$ cat src/rtl/axi_line_reader_pkg.sv
// Shared AXI encodings and cache geometry used by the line-refill engine
// and its neighbours on the data-cache side.
package axi_line_reader_pkg;

  localparam logic [1:0] AXI_BURST_FIXED = 2'b00;
  localparam logic [1:0] AXI_BURST_INCR  = 2'b01;
  localparam logic [1:0] AXI_BURST_WRAP  = 2'b10;

  localparam logic [1:0] AXI_RESP_OKAY   = 2'b00;
  localparam logic [1:0] AXI_RESP_EXOKAY = 2'b01;
  localparam logic [1:0] AXI_RESP_SLVERR = 2'b10;
  localparam logic [1:0] AXI_RESP_DECERR = 2'b11;

  localparam int DCACHE_LINE_SIZE = 16;

endpackage

$ cat src/rtl/axi_read_if.sv
// AXI4 read address and read data channels (AR + R).
interface axi_read_if #(
  parameter int ADDR_WIDTH = 32,
  parameter int DATA_WIDTH = 32
);
  logic                  arvalid;
  logic                  arready;
  logic [ADDR_WIDTH-1:0] araddr;
  logic [7:0]            arlen;
  logic [2:0]            arsize;
  logic [1:0]            arburst;
  logic                  rvalid;
  logic                  rready;
  logic [DATA_WIDTH-1:0] rdata;
  logic [1:0]            rresp;
  logic                  rlast;

  modport master (output arvalid, araddr, arlen, arsize, arburst, rready,
                  input  arready, rvalid, rdata, rresp, rlast);
  modport slave  (input  arvalid, araddr, arlen, arsize, arburst, rready,
                  output arready, rvalid, rdata, rresp, rlast);
endinterface

$ cat src/rtl/axi_read_master_if.sv
// Cache-side line-fetch request/response port of the refill engine.
interface axi_read_master_if #(
  parameter int ADDR_WIDTH = 32,
  parameter int LINE_BYTES = 16
);
  logic                    read_req_valid;
  logic [ADDR_WIDTH-1:0]   read_addr;
  logic                    read_resp_valid;
  logic [LINE_BYTES*8-1:0] read_data;
  logic                    read_err;

  // self: the refill engine; master: the cache core issuing fetches
  modport self   (input  read_req_valid, read_addr,
                  output read_resp_valid, read_data, read_err);
  modport master (output read_req_valid, read_addr,
                  input  read_resp_valid, read_data, read_err);
endinterface

$ cat src/rtl/axi_line_reader.sv
// Cache line refill engine: one line-fetch request becomes one AXI4 INCR
// burst whose beats are assembled into a line returned with a one-cycle pulse.
module axi_line_reader
  import axi_line_reader_pkg::*;
#(
  parameter int ADDR_WIDTH = 32,
  parameter int DATA_WIDTH = 32,
  parameter int LINE_BYTES = DCACHE_LINE_SIZE
) (
  input logic             clk,
  input logic             rst_n,
  axi_read_master_if.self req_if,
  axi_read_if.master      axi_if
);

  localparam int BEATS = LINE_BYTES * 8 / DATA_WIDTH;
  localparam int CNT_W = $clog2(BEATS) + 1;
  localparam int IDX_W = (BEATS > 1) ? $clog2(BEATS) : 1;

  localparam logic [CNT_W-1:0]      BEATS_C  = CNT_W'(BEATS);
  localparam logic [ADDR_WIDTH-1:0] OFF_MASK = ADDR_WIDTH'(LINE_BYTES - 1);
  localparam logic [2:0]            ARSIZE   = 3'($clog2(DATA_WIDTH / 8));

  typedef enum logic [1:0] {
    S_IDLE,
    S_ADDR,
    S_DATA,
    S_RESP
  } state_e;

  state_e                state_q, state_d;
  logic [ADDR_WIDTH-1:0] addr_q,  addr_d;
  logic [CNT_W-1:0]      cnt_q,   cnt_d;
  logic                  err_q,   err_d;
  logic [DATA_WIDTH-1:0] line_q [BEATS];
  logic [DATA_WIDTH-1:0] line_d [BEATS];

  // NOTE: every variable gets its hold value first so no path through the
  // case statement can leave one unassigned and infer a latch.
  always_comb begin
    state_d = state_q;
    addr_d  = addr_q;
    cnt_d   = cnt_q;
    err_d   = err_q;
    line_d  = line_q;

    unique case (state_q)
      S_IDLE: begin
        if (req_if.read_req_valid) begin
          addr_d  = req_if.read_addr & ~OFF_MASK;
          cnt_d   = '0;
          err_d   = 1'b0;
          state_d = S_ADDR;
        end
      end

      S_ADDR: begin
        if (axi_if.arready) state_d = S_DATA;
      end

      S_DATA: begin
        if (axi_if.rvalid) begin
          // The counter saturates at BEATS so surplus beats stay detectable.
          if (cnt_q < BEATS_C) begin
            line_d[cnt_q[IDX_W-1:0]] = axi_if.rdata;
            cnt_d = cnt_q + 1'b1;
          end else begin
            err_d = 1'b1;
          end
          if (axi_if.rresp != AXI_RESP_OKAY) err_d = 1'b1;
          if (axi_if.rlast) begin
            if (cnt_q != BEATS_C - 1'b1) err_d = 1'b1;
            state_d = S_RESP;
          end
        end
      end

      S_RESP: state_d = S_IDLE;

      default: state_d = S_IDLE;
    endcase
  end

  // NOTE: sequential state uses non-blocking assignments so every flop
  // samples the pre-edge value regardless of process ordering.
  always_ff @(posedge clk or negedge rst_n) begin
    if (!rst_n) begin
      state_q <= S_IDLE;
      addr_q  <= '0;
      cnt_q   <= '0;
      err_q   <= 1'b0;
    end else begin
      state_q <= state_d;
      addr_q  <= addr_d;
      cnt_q   <= cnt_d;
      err_q   <= err_d;
    end
  end

  // NOTE: the line buffer is deliberately left out of reset; its content is
  // only consumed alongside read_resp_valid, which always follows a refill.
  always_ff @(posedge clk) begin
    line_q <= line_d;
  end

  assign axi_if.arvalid = (state_q == S_ADDR);
  assign axi_if.araddr  = addr_q;
  assign axi_if.arlen   = 8'(BEATS - 1);
  assign axi_if.arsize  = ARSIZE;
  assign axi_if.arburst = AXI_BURST_INCR;
  assign axi_if.rready  = (state_q == S_DATA);

  assign req_if.read_resp_valid = (state_q == S_RESP);
  assign req_if.read_err        = (state_q == S_RESP) && err_q;

  for (genvar i = 0; i < BEATS; i++) begin : g_line_out
    assign req_if.read_data[i*DATA_WIDTH +: DATA_WIDTH] = line_q[i];
  end

endmodule

$ cat src/flat_wrapper.sv
// flat-port wrapper written by rule: the top's interface ports become plain ports
module axi_line_reader_flat import axi_line_reader_pkg::*;
#(
  parameter int ADDR_WIDTH = 32,
  parameter int DATA_WIDTH = 32,
  parameter int LINE_BYTES = DCACHE_LINE_SIZE
)
  (clk, rst_n, req_if_read_req_valid, req_if_read_addr, req_if_read_resp_valid, req_if_read_data, req_if_read_err, axi_if_arvalid, axi_if_araddr, axi_if_arlen, axi_if_arsize, axi_if_arburst, axi_if_rready, axi_if_arready, axi_if_rvalid, axi_if_rdata, axi_if_rresp, axi_if_rlast);
  axi_read_master_if #(.ADDR_WIDTH(ADDR_WIDTH), .LINE_BYTES(LINE_BYTES)) req_if_i ();
  axi_read_if #(.ADDR_WIDTH(ADDR_WIDTH), .DATA_WIDTH(DATA_WIDTH)) axi_if_i ();
  input logic clk;
  input logic rst_n;
  input wire logic [$bits(req_if_i.read_req_valid)-1:0] req_if_read_req_valid;
  input wire logic [$bits(req_if_i.read_addr)-1:0] req_if_read_addr;
  output wire logic [$bits(req_if_i.read_resp_valid)-1:0] req_if_read_resp_valid;
  output wire logic [$bits(req_if_i.read_data)-1:0] req_if_read_data;
  output wire logic [$bits(req_if_i.read_err)-1:0] req_if_read_err;
  output wire logic [$bits(axi_if_i.arvalid)-1:0] axi_if_arvalid;
  output wire logic [$bits(axi_if_i.araddr)-1:0] axi_if_araddr;
  output wire logic [$bits(axi_if_i.arlen)-1:0] axi_if_arlen;
  output wire logic [$bits(axi_if_i.arsize)-1:0] axi_if_arsize;
  output wire logic [$bits(axi_if_i.arburst)-1:0] axi_if_arburst;
  output wire logic [$bits(axi_if_i.rready)-1:0] axi_if_rready;
  input wire logic [$bits(axi_if_i.arready)-1:0] axi_if_arready;
  input wire logic [$bits(axi_if_i.rvalid)-1:0] axi_if_rvalid;
  input wire logic [$bits(axi_if_i.rdata)-1:0] axi_if_rdata;
  input wire logic [$bits(axi_if_i.rresp)-1:0] axi_if_rresp;
  input wire logic [$bits(axi_if_i.rlast)-1:0] axi_if_rlast;
  assign req_if_i.read_req_valid = req_if_read_req_valid;
  assign req_if_i.read_addr = req_if_read_addr;
  assign req_if_read_resp_valid = req_if_i.read_resp_valid;
  assign req_if_read_data = req_if_i.read_data;
  assign req_if_read_err = req_if_i.read_err;
  assign axi_if_arvalid = axi_if_i.arvalid;
  assign axi_if_araddr = axi_if_i.araddr;
  assign axi_if_arlen = axi_if_i.arlen;
  assign axi_if_arsize = axi_if_i.arsize;
  assign axi_if_arburst = axi_if_i.arburst;
  assign axi_if_rready = axi_if_i.rready;
  assign axi_if_i.arready = axi_if_arready;
  assign axi_if_i.rvalid = axi_if_rvalid;
  assign axi_if_i.rdata = axi_if_rdata;
  assign axi_if_i.rresp = axi_if_rresp;
  assign axi_if_i.rlast = axi_if_rlast;
  axi_line_reader #(.ADDR_WIDTH(ADDR_WIDTH), .DATA_WIDTH(DATA_WIDTH), .LINE_BYTES(LINE_BYTES)) u_core (.clk(clk), .rst_n(rst_n), .req_if(req_if_i), .axi_if(axi_if_i));
endmodule
$ cat config.mk
export PLATFORM = sky130hd
export DESIGN_NAME = axi_line_reader_flat
export DESIGN_NICKNAME = d
export VERILOG_FILES = /design/src/rtl/axi_line_reader_pkg.sv /design/src/rtl/axi_read_if.sv /design/src/rtl/axi_read_master_if.sv /design/src/rtl/axi_line_reader.sv /design/src/flat_wrapper.sv
export SDC_FILE = /design/constraint.sdc
export NUM_CORES = 1
export LEC_CHECK = 0
export CAP_MARGIN = 25
export CELL_PAD_IN_SITES_DETAIL_PLACEMENT = 0
export CELL_PAD_IN_SITES_GLOBAL_PLACEMENT = 1
export CORE_ASPECT_RATIO = 1.75
export CORE_UTILIZATION = 30
export CTS_CLUSTER_DIAMETER = 150
export DETAILED_ROUTE_END_ITERATION = 7
export HOLD_SLACK_MARGIN = 0.03
export PLACE_DENSITY_LB_ADDON = 0.1
export SYNTH_ARGS = -nofsm -noshare
export SYNTH_HDL_FRONTEND = slang
export SYNTH_SLANG_ARGS = --single-unit
$ cat constraint.sdc
create_clock -name clk -period 2.3 [get_ports clk]
set_clock_uncertainty 0.05 [all_clocks]
set_input_delay 0.69 -clock clk [delete_from_list [all_inputs] [get_ports clk]]
set_output_delay 0.69 -clock clk [all_outputs]
set_load 0.005 [all_outputs]
Word level (Yosys, flattened, before mapping) --
Index checks and enable logic that the tools add are counted.
Word-level totals: bits in registers 162, input bits 72, output and inout port bits 177, logic and storage cells 51
Cells by class: add/sub/neg operators 1, magnitude comparators 3, equality and inequality tests 9, mux-type cells 19, bitwise logic cells 1, reductions and logical operators 10
Operator list (number):
- $bwmux W128 | 1
- $demux W32 S2 | 1
- $mux W32 | 1
- $mux W3 | 3
- $mux W2 | 4
- $ne A2 B1 Y1 const B | 4
- $pmux W2 S4 | 1
- $reduce_and A4 Y1 | 2
- $mux W1 | 6
- $pmux W3 S2 | 1
- $reduce_and A3 Y1 | 2
- $eq A2 B2 Y1 const B | 2
- $reduce_bool A2 Y1 | 2
- $add A3 B1 Y3 const B | 1
- $ge A3 B3 Y1 const B | 1
- $lt A3 B1 Y1 const B | 1
- $lt A3 B3 Y1 const B | 1
- $ne A3 B2 Y1 const B | 1
- $not A2 Y3 | 1
- $eq A2 B1 Y1 const B | 1
- $logic_and A1 B1 Y1 | 2
- $logic_not A2 Y1 | 1
- $ne A2 B2 Y1 const B | 1
- $pmux W1 S2 | 1
- $reduce_and A2 Y1 | 1

Depth between registers and ports, before layout --
depth after elaboration 7, mapped depth 7

Least setup slack after synthesis --
OpenSTA, ideal clock, no wires.
path kind register -> register, from reg u_core.state_q[0], to reg u_core.line_q (netlist bit u_core.req_if.read_data[100]), enable pin, arrival time 1.717 ns, required time 1.858 ns, path slack 0.141 ns, cell stages (with the launch flop) 5, path buffers 0, clock period less this slack 2.159 ns, cells stage by stage dfrtp_1 inv_1 ha_1 and3_1 and2_1
Between the ends: cells in the longest elaborated chain, start to end 2
RTL lines:
- start: declaration | RTL line axi_line_reader.sv:31 | state_e state_q, state_d;
- start signal: assignment | RTL line axi_line_reader.sv:93 | state_q <= state_d;
- $eq A2 B2 Y1 | RTL line axi_line_reader.sv:47 | unique case (state_q)
- $reduce_and A3 Y1 (no line)
- end signal: assignment | RTL line axi_line_reader.sv:103 | line_q <= line_d;
- end: declaration | RTL line axi_line_reader.sv:35 | logic [DATA_WIDTH-1:0] line_q [BEATS];
No other way between the ends. A chain may end at the register's enable or synchronous reset.

Worst setup path after layout --
from reg u_core.state_q[0], to out req_if_read_resp_valid
Between the ends: cells in the longest elaborated chain, start to end 1
RTL lines:
- $eq A2 B2 Y1 | RTL line axi_line_reader.sv:113 | assign req_if.read_resp_valid = (state_q == S_RESP);
- end: declaration | RTL line flat_wrapper.sv:15 | output wire logic [$bits(req_if_i.read_resp_valid)-1:0] req_if_read_resp_valid;
No other way between the ends.

==> impl_summary.md <==
Critical path
The type of destination of the critical path is an output port. The critical path runs through a total of 2 cells. For this run, the slowest stage of the critical path takes 0.50 ns. The signal on the critical path passes through ha_4, clkdlybuf4s50_1.

The number of cells on the worst reg-to-reg path is 6. The type of the worst setup path is reg -> out. For the worst setup path, the data arrival time is roughly 1.5 ns. The slowest stage of the critical path is the sky130_fd_sc_hd__clkdlybuf4s50_1 cell. The required arrival time at the worst endpoint is between 1.5 and 2 ns.

The number of buffers and inverters on the critical path is 1. The cell class contributing the biggest share of worst-path delay is buffers and inverters. The type of element launching the critical path is a flop. Of all nets on the critical path, the largest fanout is 3.

Clock network
The clock latency on the worst-skew pair is a little over 0.4 ns. After clock tree synthesis, the clock-pin slew on the worst setup and hold paths is approximately 0.06 ns. Counting every sink on the clock net gives 162. The number of levels in the clock H-tree is 4. No sink is reached through more buffers than the 2 on the longest clock path. The tree is rooted in a sky130_fd_sc_hd__clkbuf_16.

TritonCTS created 17 clock buffers. The clock tree from TritonCTS is done.

Floorplan
After floorplanning, the core was divided into 65 placement rows. The area enclosed by the die boundary is about 19000 sq um. The core outline area is around 18000 sq um.

In this run the vertical extent of the chip is roughly 180 microns. 249 I/O pins were placed. The initial standard-cell utilization of the core is 0.308. Measured along the x axis, the die boundary spans ~110 microns.

Route
Summed over all layers, the routed wires come to roughly 13 mm. The detail route stage leaves a number of antenna-violating nets equal to 0. Using the TritonRoute via totals, the vias-per-cell ratio works out to 4.22. In the routed design, unresolved DRC markers number 0. The total iterations of the first detailed-routing run is 4. The number of violations reported at the end of detailed-routing iteration 0 is 85.

In the final routed layout, each cell accounts on average for roughly 17 microns. The via count is 3237.

Pwr
Summed over all cells, the static leakage comes to approximately 0.0032 uW. The worst-case IR drop observed on VDD is 0.000454 V. The overall power of the completed layout is ~8500 uW.

In this run the power density over the cells is 969 nW/um^2.

Status
The flow ran to the end, and the final reports show no timing, DRC or antenna violations.

Logic synthesis
The number of synthesized register bits is between 150 and 200. The share of the Yosys chip area taken by registers is 0.841. The count of unique library cells instantiated by Yosys is 30. The cell taking the most area after synthesis is sky130_fd_sc_hd__edfxtp_1. By area the synthesized netlist is led by sky130_fd_sc_hd__edfxtp_1 (69%), sky130_fd_sc_hd__dfrtp_1 (15%), sky130_fd_sc_hd__mux2_2 (5.7%). The portion of synthesized cell area occupied by the leading cell type is 0.689.

The combined area of all synthesized cells is 5580 sq um. The synthesized area per cell is between 20 and 25 sq um. The Yosys step of the flow raised 0 warnings. The instance count of the mapped netlist is roughly 260.

STA
The minimum period implied by the final worst setup slack is 2.23 ns. The tightest hold path in the finished design has a slack of 0.455 ns. The share of the clock period used by the worst path after layout is 0.971. The final number of max-transition violations came to 0. Setup violations remaining at the end of the flow were counted as 0. Timing would allow up to about 450 MHz. The number of endpoints with negative hold slack in the final report was 0.

Finish
The total inserted antenna cells is 0. The layout overhead on the synthesized area is 57.6%. In the final layout, the share of cells above drive strength 1 is 0.159. At the end of the flow, the number of nets in the layout was around 600.

Global routing
For this run, the total global-route usage over all layers was measured as 0.142. The total global routing overflow is 0. The initial antenna violation count is 0.

Entering global routing, the biggest net connects 35 pins. The number of global-route vias before repair was approximately 3400. The global-route wire length before repair is 19.9 mm.

Min path
The path category of the worst min-delay check is reg -> reg. Counting instances, the worst hold path has a depth of 1.

Placement
At the end of routability-driven placement, the weighted congestion stood at ~0.67. The number of buffer cells added on primary ports is 227. The HPWL after detailed placement is 9.06 mm.

Flow run
The max capacitance violation total is 0.
==> Yosys cell counts (all sizes together) <==
| cell type | n |
|---|---|
| a22o | 1 |
| o41ai | 1 |
| a221o | 1 |
| nor2b | 2 |
| a31oi | 1 |
| and3 | 3 |
| inv | 8 |
| dfrtp | 34 |
| and2 | 5 |
| buf | 21 |
| nand3b | 1 |
| nand2 | 2 |
| ha | 11 |
| mux2i | 2 |
| a21oi | 1 |
| a2111oi | 1 |
| edfxtp | 128 |
| and2b | 1 |
| o21ai | 2 |
| a21boi | 1 |
| nor4 | 1 |
| or3 | 1 |
| conb | 2 |
| nor2 | 3 |
| mux2 | 29 |
==> logic make-up (layout without fill, tap and decap cells) <==
| logic type | Yosys count | count (layout) | share of synthesized area |
|---|---|---|---|
| flops | 162 | 162 | 0.841 |
| buf+inv | 29 | 284 | 0.0330 |
| fa+ha+maj | 11 | 11 | 0.0247 |
| other cells | 2 | 17 | 0.00135 |
| mux | 31 | 31 | 0.0621 |
| compound gates | 9 | 9 | 0.0150 |
| simple gates | 19 | 19 | 0.0226 |
==> per-stage QoR <==
stage | util | worst slack, ns | instances | instance area (sq um) | TNS [ns]
final | 0.485 | 0.0656 | 767 | 8790 | 0
after global routing | 0.485 | -0.00378 | 767 | 8790 | -0.00378
after CTS | 0.485 | 0.00733 | 767 | 8790 | 0
after detailed placement | 0.456 | 0.000778 | 733 | 8270 | 0
after global placement | 0.456 | 0.0263 | 733 | 8270 | 0
after floorplan | - | 0.141 | 278 | 5640 | 0
==> registers in the layout, summed over array words and instances (netlist names) <==
register                 cells
u_core.state_q               2
u_core.cnt_q                 3
u_core.axi_if.araddr        28
u_core.req_if.read_data    128
u_core.err_q                 1
==> power breakdown <==
| part | internal, uW | switching [uW] |
|---|---|---|
| clock network | 1350 | 1060 |
| registers | 3690 | 227 |
| logic | 1390 | 816 |
| total | 6420 | 2100 |
==> routing by layer <==
metal,vias to the layer above,GRT usage,share of wire
met1,1589,0.144,0.36
met2,172,0.255,0.54
met4,0,0.0603,0.017
met5,-,0,0
met3,16,0.0586,0.089
li1,1460,-,-
==> what timing repair did <==
item	CTS	global route
pin swaps	1	0
gates resized for setup	5	3
hold buffers	0	0
setup endpoints to repair	4	2
setup buffers	3	0
==> final timing paths <==
| path | startpoint | end | slack [ns] |
|---|---|---|---|
| setup / recovery | u_core.state_q[0] | req_if_read_resp_valid | 0.07 |
| hold / removal | u_core.axi_if.araddr[8] | u_core.axi_if.araddr[8] | 0.46 |
| setup reg to reg | u_core.state_q[1] | u_core.state_q[1] | 0.32 |
| hold reg to reg | u_core.axi_if.araddr[8] | u_core.axi_if.araddr[8] | 0.46 |
| max in group asynchronous | rst_n | u_core.cnt_q[0] | 1.22 |
| min in group asynchronous | rst_n | u_core.axi_if.araddr[15] | 0.64 |
==> cell type report <==
class | instances | area [sq um]
Multi-Input combinational cell | 87 | 776
Fill cell | 1577 | 9340
Clock buffer | 18 | 429
Clock inverter | 13 | 71.3
Sequential cell | 162 | 4690
Inverter | 8 | 30.0
Tap cell | 234 | 293
Timing Repair Buffer | 245 | 2500
==> cell usage in the layout, fill, tap and decap left out, drive strengths merged <==
cell type / Yosys / routed
conb: 2 / 17
nor2: 3 / 3
buf: 21 / 18
o21ai: 2 / 2
a21boi: 1 / 1
a221o: 1 / 1
ha: 11 / 11
edfxtp: 128 / 128
dlygate4sd2: 0 / 2
nor2b: 2 / 2
a22o: 1 / 1
dfrtp: 34 / 34
a21oi: 1 / 1
o41ai: 1 / 1
and2b: 1 / 1
nand3b: 1 / 1
or3: 1 / 1
nand2: 2 / 2
inv: 8 / 9
clkinvlp: 0 / 3
mux2: 29 / 29
clkbuf: 0 / 19
clkinv: 0 / 9
a31oi: 1 / 1
clkdlybuf4s50: 0 / 224
a2111oi: 1 / 1
and2: 5 / 5
nor4: 1 / 1
mux2i: 2 / 2
and3: 3 / 3
(Power assumes the default switching activity.)
